**config.mk**
```make
export PLATFORM = sky130hd
export DESIGN_NAME = ps2_key_fifo
export DESIGN_NICKNAME = d
export VERILOG_FILES = /design/src/rtl/ps2_pkg.sv /design/src/rtl/key_fifo.sv /design/src/rtl/ps2_key_fifo.sv
export SDC_FILE = /design/constraint.sdc
export NUM_CORES = 1
export LEC_CHECK = 0
export CORE_UTILIZATION = 35
export CTS_CLUSTER_DIAMETER = 100
export DETAILED_ROUTE_END_ITERATION = 10
export HOLD_SLACK_MARGIN = 0.06
export PLACE_DENSITY = 0.49
export SKIP_LAST_GASP = 1
export SYNTH_ARGS = -nofsm -noshare
export SYNTH_HDL_FRONTEND = slang
export SYNTH_SLANG_ARGS = --single-unit
```
**constraint.sdc**
```tcl
create_clock -name clk -period 6.3 [get_ports clk]
set_input_delay 0.945 -clock clk [delete_from_list [all_inputs] [get_ports clk]]
set_output_delay 0.945 -clock clk [all_outputs]
set_load 0.02 [all_outputs]
```
**src/rtl/ps2_pkg.sv**
```systemverilog
// Shared PS/2 scan-code constants, decoder state encoding and the discard-list helper.
package ps2_pkg;

  localparam logic [7:0] PS2_EXT        = 8'hE0;
  localparam logic [7:0] PS2_BRK        = 8'hF0;
  localparam logic [7:0] PS2_PAUSE      = 8'hE1;
  localparam logic [7:0] PS2_FAKE_SHIFT = 8'h12;

  localparam logic [9:0] PAUSE_EVT  = 10'h1E1;
  // Pause/Break sends E1 followed by seven more bytes that carry no information.
  localparam logic [2:0] PAUSE_SKIP = 3'd7;

  typedef enum logic [2:0] {
    IDLE    = 3'd0,
    EXT     = 3'd1,
    BRK     = 3'd2,
    EXT_BRK = 3'd3,
    PAUSE   = 3'd4
  } ps2_state_e;

  // Keyboard status/acknowledge bytes that never represent a key.
  function automatic logic is_discard(input logic [7:0] b);
    case (b)
      8'hAA, 8'hFA, 8'hFE, 8'hEE, 8'h00, 8'hFF: return 1'b1;
      default:                                  return 1'b0;
    endcase
  endfunction

endpackage

```
**src/rtl/key_fifo.sv**
```systemverilog
// Generic show-ahead circular FIFO: head word is combinational, count/flags come
// from a registered occupancy counter, overflow is sticky until reset or flush.
module key_fifo #(
  parameter int DEPTH = 8,
  parameter int PTR_W = 3,
  parameter int WIDTH = 10
) (
  input  logic             clk,
  input  logic             rst,
  input  logic             i_push,
  input  logic [WIDTH-1:0] i_data,
  input  logic             i_pop,
  input  logic             i_flush,
  output logic [WIDTH-1:0] o_data,
  output logic             o_empty,
  output logic             o_full,
  output logic [PTR_W:0]   o_count,
  output logic             o_overflow
);

  localparam logic [PTR_W:0]   FULL_CNT = (PTR_W+1)'(DEPTH);
  localparam logic [PTR_W:0]   CNT_ONE  = (PTR_W+1)'(1);
  localparam logic [PTR_W-1:0] PTR_ONE  = PTR_W'(1);

  logic [WIDTH-1:0] r_mem [DEPTH];
  logic [PTR_W-1:0] r_wr_ptr;
  logic [PTR_W-1:0] r_rd_ptr;
  logic [PTR_W:0]   r_count;
  logic             r_overflow;

  logic w_empty;
  logic w_full;
  logic w_do_push;
  logic w_do_pop;

  assign w_empty   = (r_count == '0);
  assign w_full    = (r_count == FULL_CNT);
  assign w_do_pop  = i_pop & ~w_empty;
  // A pop in the same cycle frees the slot, so a push while full still lands.
  assign w_do_push = i_push & (~w_full | w_do_pop);

  always_ff @(posedge clk) begin
    if (w_do_push && !i_flush) begin
      r_mem[r_wr_ptr] <= i_data;
    end
  end

  always_ff @(posedge clk or posedge rst) begin
    if (rst) begin
      r_wr_ptr   <= '0;
      r_rd_ptr   <= '0;
      r_count    <= '0;
      r_overflow <= 1'b0;
    end else if (i_flush) begin
      r_wr_ptr   <= '0;
      r_rd_ptr   <= '0;
      r_count    <= '0;
      r_overflow <= 1'b0;
    end else begin
      if (w_do_push) begin
        r_wr_ptr <= r_wr_ptr + PTR_ONE;
      end
      if (w_do_pop) begin
        r_rd_ptr <= r_rd_ptr + PTR_ONE;
      end
      case ({w_do_push, w_do_pop})
        2'b10:   r_count <= r_count + CNT_ONE;
        2'b01:   r_count <= r_count - CNT_ONE;
        default: r_count <= r_count;
      endcase
      if (i_push && w_full && !w_do_pop) begin
        r_overflow <= 1'b1;
      end
    end
  end

  assign o_data     = w_empty ? '0 : r_mem[r_rd_ptr];
  assign o_empty    = w_empty;
  assign o_full     = w_full;
  assign o_count    = r_count;
  assign o_overflow = r_overflow;

endmodule

```
**src/rtl/ps2_key_fifo.sv**
```systemverilog
// PS/2 scan-code decoder: folds prefix bytes into {break, extended, code} events
// and queues them in a show-ahead FIFO for the CPU to poll.
module ps2_key_fifo
  import ps2_pkg::*;
#(
  parameter int DEPTH = 8,
  parameter int PTR_W = 3
) (
  input  logic           clk,
  input  logic           rst,
  input  logic [7:0]     ps2_data,
  input  logic           ps2_ready,
  input  logic           rd_en,
  input  logic           flush,
  output logic [9:0]     key_out,
  output logic           empty,
  output logic           full,
  output logic [PTR_W:0] count,
  output logic           overflow
);

  logic       r_ready_q;
  ps2_state_e r_state;
  logic [2:0] r_skip_cnt;
  logic       r_push;
  logic [9:0] r_push_data;

  logic       w_stb;
  ps2_state_e w_state_next;
  logic [2:0] w_skip_next;
  logic       w_push_next;
  logic [9:0] w_push_data_next;

  assign w_stb = ps2_ready & ~r_ready_q;

  always_comb begin
    w_state_next     = r_state;
    w_skip_next      = r_skip_cnt;
    w_push_next      = 1'b0;
    w_push_data_next = '0;
    if (w_stb) begin
      case (r_state)
        IDLE: begin
          if (ps2_data == PS2_EXT) begin
            w_state_next = EXT;
          end else if (ps2_data == PS2_BRK) begin
            w_state_next = BRK;
          end else if (ps2_data == PS2_PAUSE) begin
            w_state_next = PAUSE;
            w_skip_next  = PAUSE_SKIP;
          end else if (!is_discard(ps2_data)) begin
            w_push_next      = 1'b1;
            w_push_data_next = {2'b00, ps2_data};
          end
        end
        EXT: begin
          if (ps2_data == PS2_BRK) begin
            w_state_next = EXT_BRK;
          end else begin
            w_state_next = IDLE;
            // E0 12 / E0 E0 are the keyboard's fake-shift noise, not keys.
            if (ps2_data != PS2_FAKE_SHIFT && ps2_data != PS2_EXT) begin
              w_push_next      = 1'b1;
              w_push_data_next = {2'b01, ps2_data};
            end
          end
        end
        BRK: begin
          w_state_next     = IDLE;
          w_push_next      = 1'b1;
          w_push_data_next = {2'b10, ps2_data};
        end
        EXT_BRK: begin
          w_state_next     = IDLE;
          w_push_next      = 1'b1;
          w_push_data_next = {2'b11, ps2_data};
        end
        PAUSE: begin
          w_skip_next = r_skip_cnt - 3'd1;
          if (r_skip_cnt == 3'd1) begin
            w_state_next     = IDLE;
            w_push_next      = 1'b1;
            w_push_data_next = PAUSE_EVT;
          end
        end
        default: w_state_next = IDLE;
      endcase
    end
  end

  // Decoded events are registered, so the FIFO write lands one cycle after the strobe.
  always_ff @(posedge clk or posedge rst) begin
    if (rst) begin
      r_ready_q   <= 1'b0;
      r_state     <= IDLE;
      r_skip_cnt  <= '0;
      r_push      <= 1'b0;
      r_push_data <= '0;
    end else begin
      r_ready_q <= ps2_ready;
      if (flush) begin
        r_state     <= IDLE;
        r_skip_cnt  <= '0;
        r_push      <= 1'b0;
        r_push_data <= '0;
      end else begin
        r_state     <= w_state_next;
        r_skip_cnt  <= w_skip_next;
        r_push      <= w_push_next;
        r_push_data <= w_push_data_next;
      end
    end
  end

  key_fifo #(
    .DEPTH (DEPTH),
    .PTR_W (PTR_W),
    .WIDTH (10)
  ) u_key_fifo (
    .clk        (clk),
    .rst        (rst),
    .i_push     (r_push),
    .i_data     (r_push_data),
    .i_pop      (rd_en),
    .i_flush    (flush),
    .o_data     (key_out),
    .o_empty    (empty),
    .o_full     (full),
    .o_count    (count),
    .o_overflow (overflow)
  );

endmodule

```
==> key figures, run 1 <==
Run status
  – Outcome: finished clean

Drt
  – Routed met3 length: around 220 um
  – Top Layer Used: met4
  – Met2 WL: around 4500 um
  – Post-route ant nets: 0
  – DR WL/cell: between 15 and 20 um
  – Drc violations: 0
  – First-pass DRT Iterations: 4
  – Total number of vias: 2,601
  – Wl on met1: between 4000 and 5000 um
  – Via density: a little under 5
  – Initial DRC Count: around 120
  – Final wirelength: between 9000 and 10,000 um

Die
  – Die H: 118 um
  – Top-Level Pins: 30
  – Area of the core: about 13,000 sq um
  – Initial Utilization: 0.358
  – DIE AREA: 14,000 sq um
  – # rows: 42
  – Die extent in x: roughly 120 um

Setup path
  – CP Capture Type: output pin
  – WP data required: about 5.4 ns
  – Slowest cell on crit path: dfrtp_1
  – CP bufs+invs: 1
  – CP Launch Type: register
  – RR Startpoint: u_key_fifo.o_count[0]
  – Reg2reg setup slack: 3.75 ns
  – Critical Path AT: between 2 and 3 ns
  – Crit path launch: u_key_fifo.r_rd_ptr[1]
  – CP top delay family: flip-flops
  – Crit-path max FO: 22
  – Critical path class: register to output pin
  – Crit path cell chain: mux4_2 > mux2i_1 > nor2_1 > clkdlybuf4s50_1
  – Critical Path Max Stage Delay: roughly 1.0 ns

Global route
  – Gr ovfl total: 0
  – First-pass GRT wire length: 15,000 um
  – Vias in the first global route: roughly 2,700
  – All-Layer GR Usage: 0.144
  – Pin count of the biggest net entering global routing: 30
  – Initial antenna violation count: 0

Clock tree
  – CTS Root Buffer Type: clkbuf_16
  – Clock sinks: about 110
  – CTS tree: built
  – Post-CTS sizing: 0
  – CTS H-tree lvls: 3
  – Clock Latency Late Sink: 0.35 ns
  – Post-CTS setup buffers: 0
  – TritonCTS buffer count: 9
  – Cts-stage hold buffer count: 0
  – CTS clk-pin slew, worst paths: approximately 0.07 ns
  – Clock buffer depth: 2

Synth
  – Synth async-reset ratio: 0.266
  – Synth Cell Area: 4720 sq um
  – Ys flop type: edfxtp_1
  – Yosys top cell by area: edfxtp_1
  – Yosys warning total: 0
  – Avg Cell Area, Syn: ~15 sq um
  – Synth top area share: 0.509
  – Synth cell types: 50
  – Cells after synthesis: a little over 300
  – Most frequent cell after synthesis: edfxtp_1
  – Commonest cells in the netlist: edfxtp_1, nor2_1, dfrtp_1
  – Ranking of synthesized cells by area: edfxtp_1, dfrtp_1, mux4_2
  – Number of flops mapped to enable cells by yosys: 80
  – Mapped Nets: 328
  – Seq/Total Area, Yosys: 0.662
  – Synthesized flop and latch total: ~110

Timing
  – Setup TNS: 0 ns
  – Unrepaired setup endpoints after global routing: no
  – Setup-failing EPs final: 0
  – Final period util: 0.564
  – Fin. Hold Viols: 0
  – Slew Viols, Final: 0
  – Least-Margin Pin Slew: 1.13 ns
  – Slew Limit Headroom: 0.245
  – Final min period: between 3 and 4 ns
  – WHS: approximately 0.50 ns
  – Clock skew: a little over 0.008 ns
  – Fmax: 282 MHz

Pwr
  – Pwr dens: about 330 nW/um^2
  – Tot Pwr: between 1.5 and 2 mW
  – P_leak: approximately 1.9 nW
  – Worst VDD drop: 0.160 mV

Min path
  – Hold Crit Class: register to register
  – Min-delay src: r_skip_cnt[2]

Placed design
  – Final HPWL DP: between 6000 and 7000 um
  – Placed cell count: roughly 510
  – # port buffers: 29
  – RePlAce Congestion: 0.778

Final layout
  – Layout filler cell count: between 1,000 and 1,500
  – Area delta synth->final: 17.2%
  – Antenna diode count: 0
  – Layout Cells excl Fill: 523
  – Sequential Area: 3130 sq um
  – Multi-input gate area: approximately 1500 sq um
  – Layout cells sized above 1: 0.150
  – Nets: around 360

Job
  – Total of max-cap violations: 0
-- flip-flops by register name, summed over array words and instances (netlist names) --
name                   cells
u_key_fifo.r_mem          80
r_push                     1
u_key_fifo.o_overflow      1
u_key_fifo.r_wr_ptr        3
u_key_fifo.r_rd_ptr        3
r_skip_cnt                 3
u_key_fifo.o_count         4
r_state                    3
r_push_data               10
r_ready_q                  1
-- report_power, final --
group / internal, mW / total, mW / switching (mW)
logic: 0.232 / 0.457 / 0.225
registers: 0.783 / 0.824 / 0.0409
clock network: 0.314 / 0.572 / 0.258
-- cell type report --
type,count,share of cell area
Clock buffer,9,0.0407
Clock inverter,7,0.0142
Inverter,6,0.00407
Multi-Input combinational cell,182,0.277
Sequential cell,109,0.565
Tap cell,176,0.0398
Timing Repair Buffer,34,0.0592
-- final timing paths --
path / cells past startpoint / to
max in group asynchronous: 2 / u_key_fifo.r_wr_ptr[2]
min in group asynchronous: 2 / r_state[2]
worst min-delay path: 1 / r_skip_cnt[2]
worst max-delay path: 4 / key_out[5]
worst max register to register: 4 / u_key_fifo.r_mem[2][9]
worst min register to register: 1 / r_skip_cnt[2]
-- logic make-up after synthesis --
kind of cell               Yosys count  synth area share
DFF                                109             0.662
and+or+nand+nor                     92             0.103
AOI/OAI and AO/OA                   41            0.0593
muxes                               35             0.128
buffers and inverters               17            0.0143
xor gates and xnor gates             7            0.0130
adders and majority gates            7            0.0201
-- cells in the final DEF (no fill, tap or decap), drive strengths merged, types with 4 or more instances in the layout --
| cell | instances |
|---|---|
| o21ai | 6 |
| nor2 | 30 |
| nand2b | 9 |
| mux4 | 20 |
| and2 | 4 |
| buf | 5 |
| mux2i | 12 |
| clkdlybuf4s50 | 29 |
| inv | 9 |
| dfrtp | 29 |
| xor2 | 4 |
| ha | 6 |
| nand2 | 12 |
| a31oi | 5 |
| clkbuf | 9 |
| a21oi | 15 |
| nand3 | 6 |
| nor3 | 7 |
| edfxtp | 80 |
| nand4 | 4 |
-- layer usage --
metal | vias to the layer above | global-route usage
li1 | 1258 | -
met1 | 1297 | 0.185
met2 | 38 | 0.239
met3 | 8 | 0.0376
met4 | 0 | 0.0425
met5 | - | 0
-- per-stage QoR --
stage	cell area, sq um	setup slack, ns	utilization
floorplan	4720	3.62	-
global placement	5230	2.81	0.397
detailed placement	5230	2.73	0.397
CTS	5540	2.66	0.420
global route	5540	2.60	0.420
finish	5540	2.75	0.420
No activity file was read; power rests on OpenSTA's default activity.
==> run 2: changes to the inputs <==
- PLACE_DENSITY: 0.49 -> 0.51
- clock period: 6.3 -> 2.98 ns (I/O delays scaled with it)
==> run 2 against run 1 <==
Net effect: sequential share of layout area decreased by 0.80 points; non-clock buffer count rose by 10; flip-flop and latch count unchanged; cell count is 1.9% higher; global-route usage is 0.27 points lower; utilization grew 0.62 points; power increased by 110%; sequential power grew 110%; die area did not move; setup slack lost 2.5 ns; clock skew about the same.
==> key figures, run 2 (same netlist as run 1, synthesis figures left out) <==
Global route
  – All-Layer GR Usage: 0.141 (was 0.144)
  – Gr ovfl total: 0 (unchanged)
  – Initial antenna violation count: 0 (unchanged)
  – First-pass GRT wire length: 14,800 um (was 15,000 um)
  – Vias in the first global route: 2,716 (was 2,748)
  – Pin count of the biggest net entering global routing: 30 (unchanged)

Pwr
  – Worst VDD drop: 0.403 mV (was 0.160 mV)
  – Pwr dens: 696 nW/um^2 (was 335 nW/um^2)
  – P_leak: 1.94 nW (was 1.89 nW)
  – Tot Pwr: 3.91 mW (was 1.85 mW)

Setup path
  – Critical path class: register to output pin (unchanged)
  – Crit path cell chain: buf_12 > mux4_2 > mux2i_1 > nor2_1 > clkdlybuf4s50_1 (was mux4_2 > mux2i_1 > nor2_1 > clkdlybuf4s50_1)
  – Slowest cell on crit path: clkdlybuf4s50_1 (was dfrtp_1)
  – CP Capture Type: output pin (unchanged)
  – WP data required: 2.53 ns (was 5.35 ns)
  – Critical Path AT: 2.30 ns (was 2.61 ns)
  – Crit-path max FO: 18 (was 22)
  – CP Launch Type: register (unchanged)
  – Critical Path Max Stage Delay: 0.53 ns (was 1.04 ns)
  – Reg2reg setup slack: 0.71 ns (was 3.75 ns)

Drt
  – First-pass DRT Iterations: 4 (unchanged)
  – Total number of vias: 2,662 (was 2,601)
  – DR WL/cell: 16.9 um (was 17.4 um)
  – Drc violations: 0 (unchanged)
  – Post-route ant nets: 0 (unchanged)
  – Initial DRC Count: 163 (was 121)
  – Final wirelength: 9020 um (was 9080 um)
  – Via density: 4.99 (was 4.97)

Run status
  – Outcome: finished clean (unchanged)

Final layout
  – Layout cells sized above 1: 0.171 (was 0.150)
  – Most common cell after layout, fill and taps aside: edfxtp_1 (unchanged)
  – Sequential Area: 3130 sq um (about the same)
  – Multi-input gate area: 1530 sq um (unchanged)
  – Antenna diode count: 0 (unchanged)
  – Nets: 372 (was 362)
  – Commonest cells after routing, fill and taps aside: edfxtp_1, nor2_1, clkdlybuf4s50_1 (was edfxtp_1, nor2_1, clkdlybuf4s50_1, dfrtp_1, mux4_2)
  – Area delta synth->final: 18.9% (was 17.2%)
  – Largest reg by FF count: u_key_fifo.r_mem (unchanged)
  – Largest register FFs: 80 (unchanged)
  – Layout Cells excl Fill: 533 (was 523)
  – Layout filler cell count: 1,228 (was 1,222)

Die
  – Initial Utilization: 0.358 (unchanged)
  – DIE AREA: 14,000 sq um (unchanged)
  – Top-Level Pins: 30 (unchanged)
  – Die H: 118 um (unchanged)
  – # rows: 42 (unchanged)
  – Area of the core: 13,200 sq um (unchanged)
  – Die extent in x: 118 um (unchanged)

Clock tree
  – CTS Root Buffer Type: clkbuf_16 (unchanged)
  – Clock sinks: 109 (unchanged)
  – Clock buffer depth: 2 (unchanged)
  – Post-CTS setup buffers: 0 (unchanged)
  – Cts-stage hold buffer count: 0 (unchanged)
  – CTS H-tree lvls: 3 (unchanged)
  – Clock Latency Late Sink: 0.34 ns (was 0.35 ns)
  – CTS clk-pin slew, worst paths: 0.07 ns (about the same)
  – CTS tree: built (unchanged)
  – Post-CTS sizing: 0 (unchanged)
  – TritonCTS buffer count: 9 (unchanged)

Timing
  – Setup TNS: 0 ns (unchanged)
  – Clock skew: 0.00813 ns (was 0.00828 ns)
  – Final period util: 0.923
  – Unrepaired setup endpoints after global routing: no (unchanged)
  – Fmax: 364 MHz
  – Setup WS post-layout: 0.230 ns (was 2.75 ns)
  – Slew Viols, Final: 0 (unchanged)
  – Final min period: 2.75 ns
  – Fin. Hold Viols: 0 (unchanged)
  – Setup-failing EPs final: 0 (unchanged)
  – Least-Margin Pin Slew: 0.488 ns (was 1.13 ns)
  – Slew Limit Headroom: 0.670 (was 0.245)

Placed design
  – # port buffers: 29 (unchanged)
  – Final HPWL DP: 5940 um (was 6100 um)
  – Placed cell count: 517 (was 507)
  – Setup slack at placement: 0.464 ns (was 2.73 ns)
  – RePlAce Congestion: 0.766 (was 0.778)

Job
  – Total of max-cap violations: 0 (unchanged)

Min path
  – Hold Crit Class: input pin to async pin (was register to register)
==> run 2: cell count changes in the layout (fill, tap and decap cells not counted), sizes merged <==
cell      before  now
clkinvlp       1    0
clkbuf         9   10
buf            5   15
==> run 2: layout make-up <==
class,count,area share
tap,176,0.0392
timing repair buffer,44,0.0739
inverter,6,0.00401
clock buffer,10,0.0408
sequential,109,0.557
multi-input combinational,182,0.273
clock inverter,6,0.0120
==> run 2: final timing paths <==
check	start	endpoint	depth (start not counted)
min	rst	r_state[2]	3
min in group clk	r_skip_cnt[2]	r_skip_cnt[2]	1
max	u_key_fifo.r_rd_ptr[0]	key_out[4]	5
max in group asynchronous	rst	u_key_fifo.r_rd_ptr[0]	3
min reg2reg	r_skip_cnt[2]	r_skip_cnt[2]	1
max reg2reg	u_key_fifo.o_count[3]	u_key_fifo.o_count[3]	8
==> run 2: layer usage <==
| metal | GRT usage | share of wire | up-vias |
|---|---|---|---|
| met5 | 0 | 0 | - |
| met4 | 0.0497 | 0.014 | 0 |
| met3 | 0.0290 | 0.023 | 9 |
| met2 | 0.227 | 0.49 | 41 |
| met1 | 0.191 | 0.47 | 1334 |
| li1 | - | - | 1278 |
==> run 2: report_power, final <==
part,total [mW],internal [mW],switching [mW]
Sequential,1.73,1.66,0.0685
Combinational,0.996,0.509,0.487
Clock,1.19,0.660,0.528
Total,3.91,2.83,1.08
==> run 2: metrics by stage <==
step	instance area, sq um	hold WS [ns]	utilization
floorplan	4720	0.451	-
global placement	5320	0.474	0.403
detailed placement	5320	0.481	0.403
CTS	5620	0.495	0.426
global route	5620	0.514	0.426
finish	5620	0.487	0.426
==> run 2: worst max-delay path, delay by kind of cell, from the launching register on <==
kind	cells	cell delay, ns
multiplexers	2	0.68
flip-flops	1	0.46
AND/OR/NAND/NOR	1	0.06
buffers and inverters	2	0.75
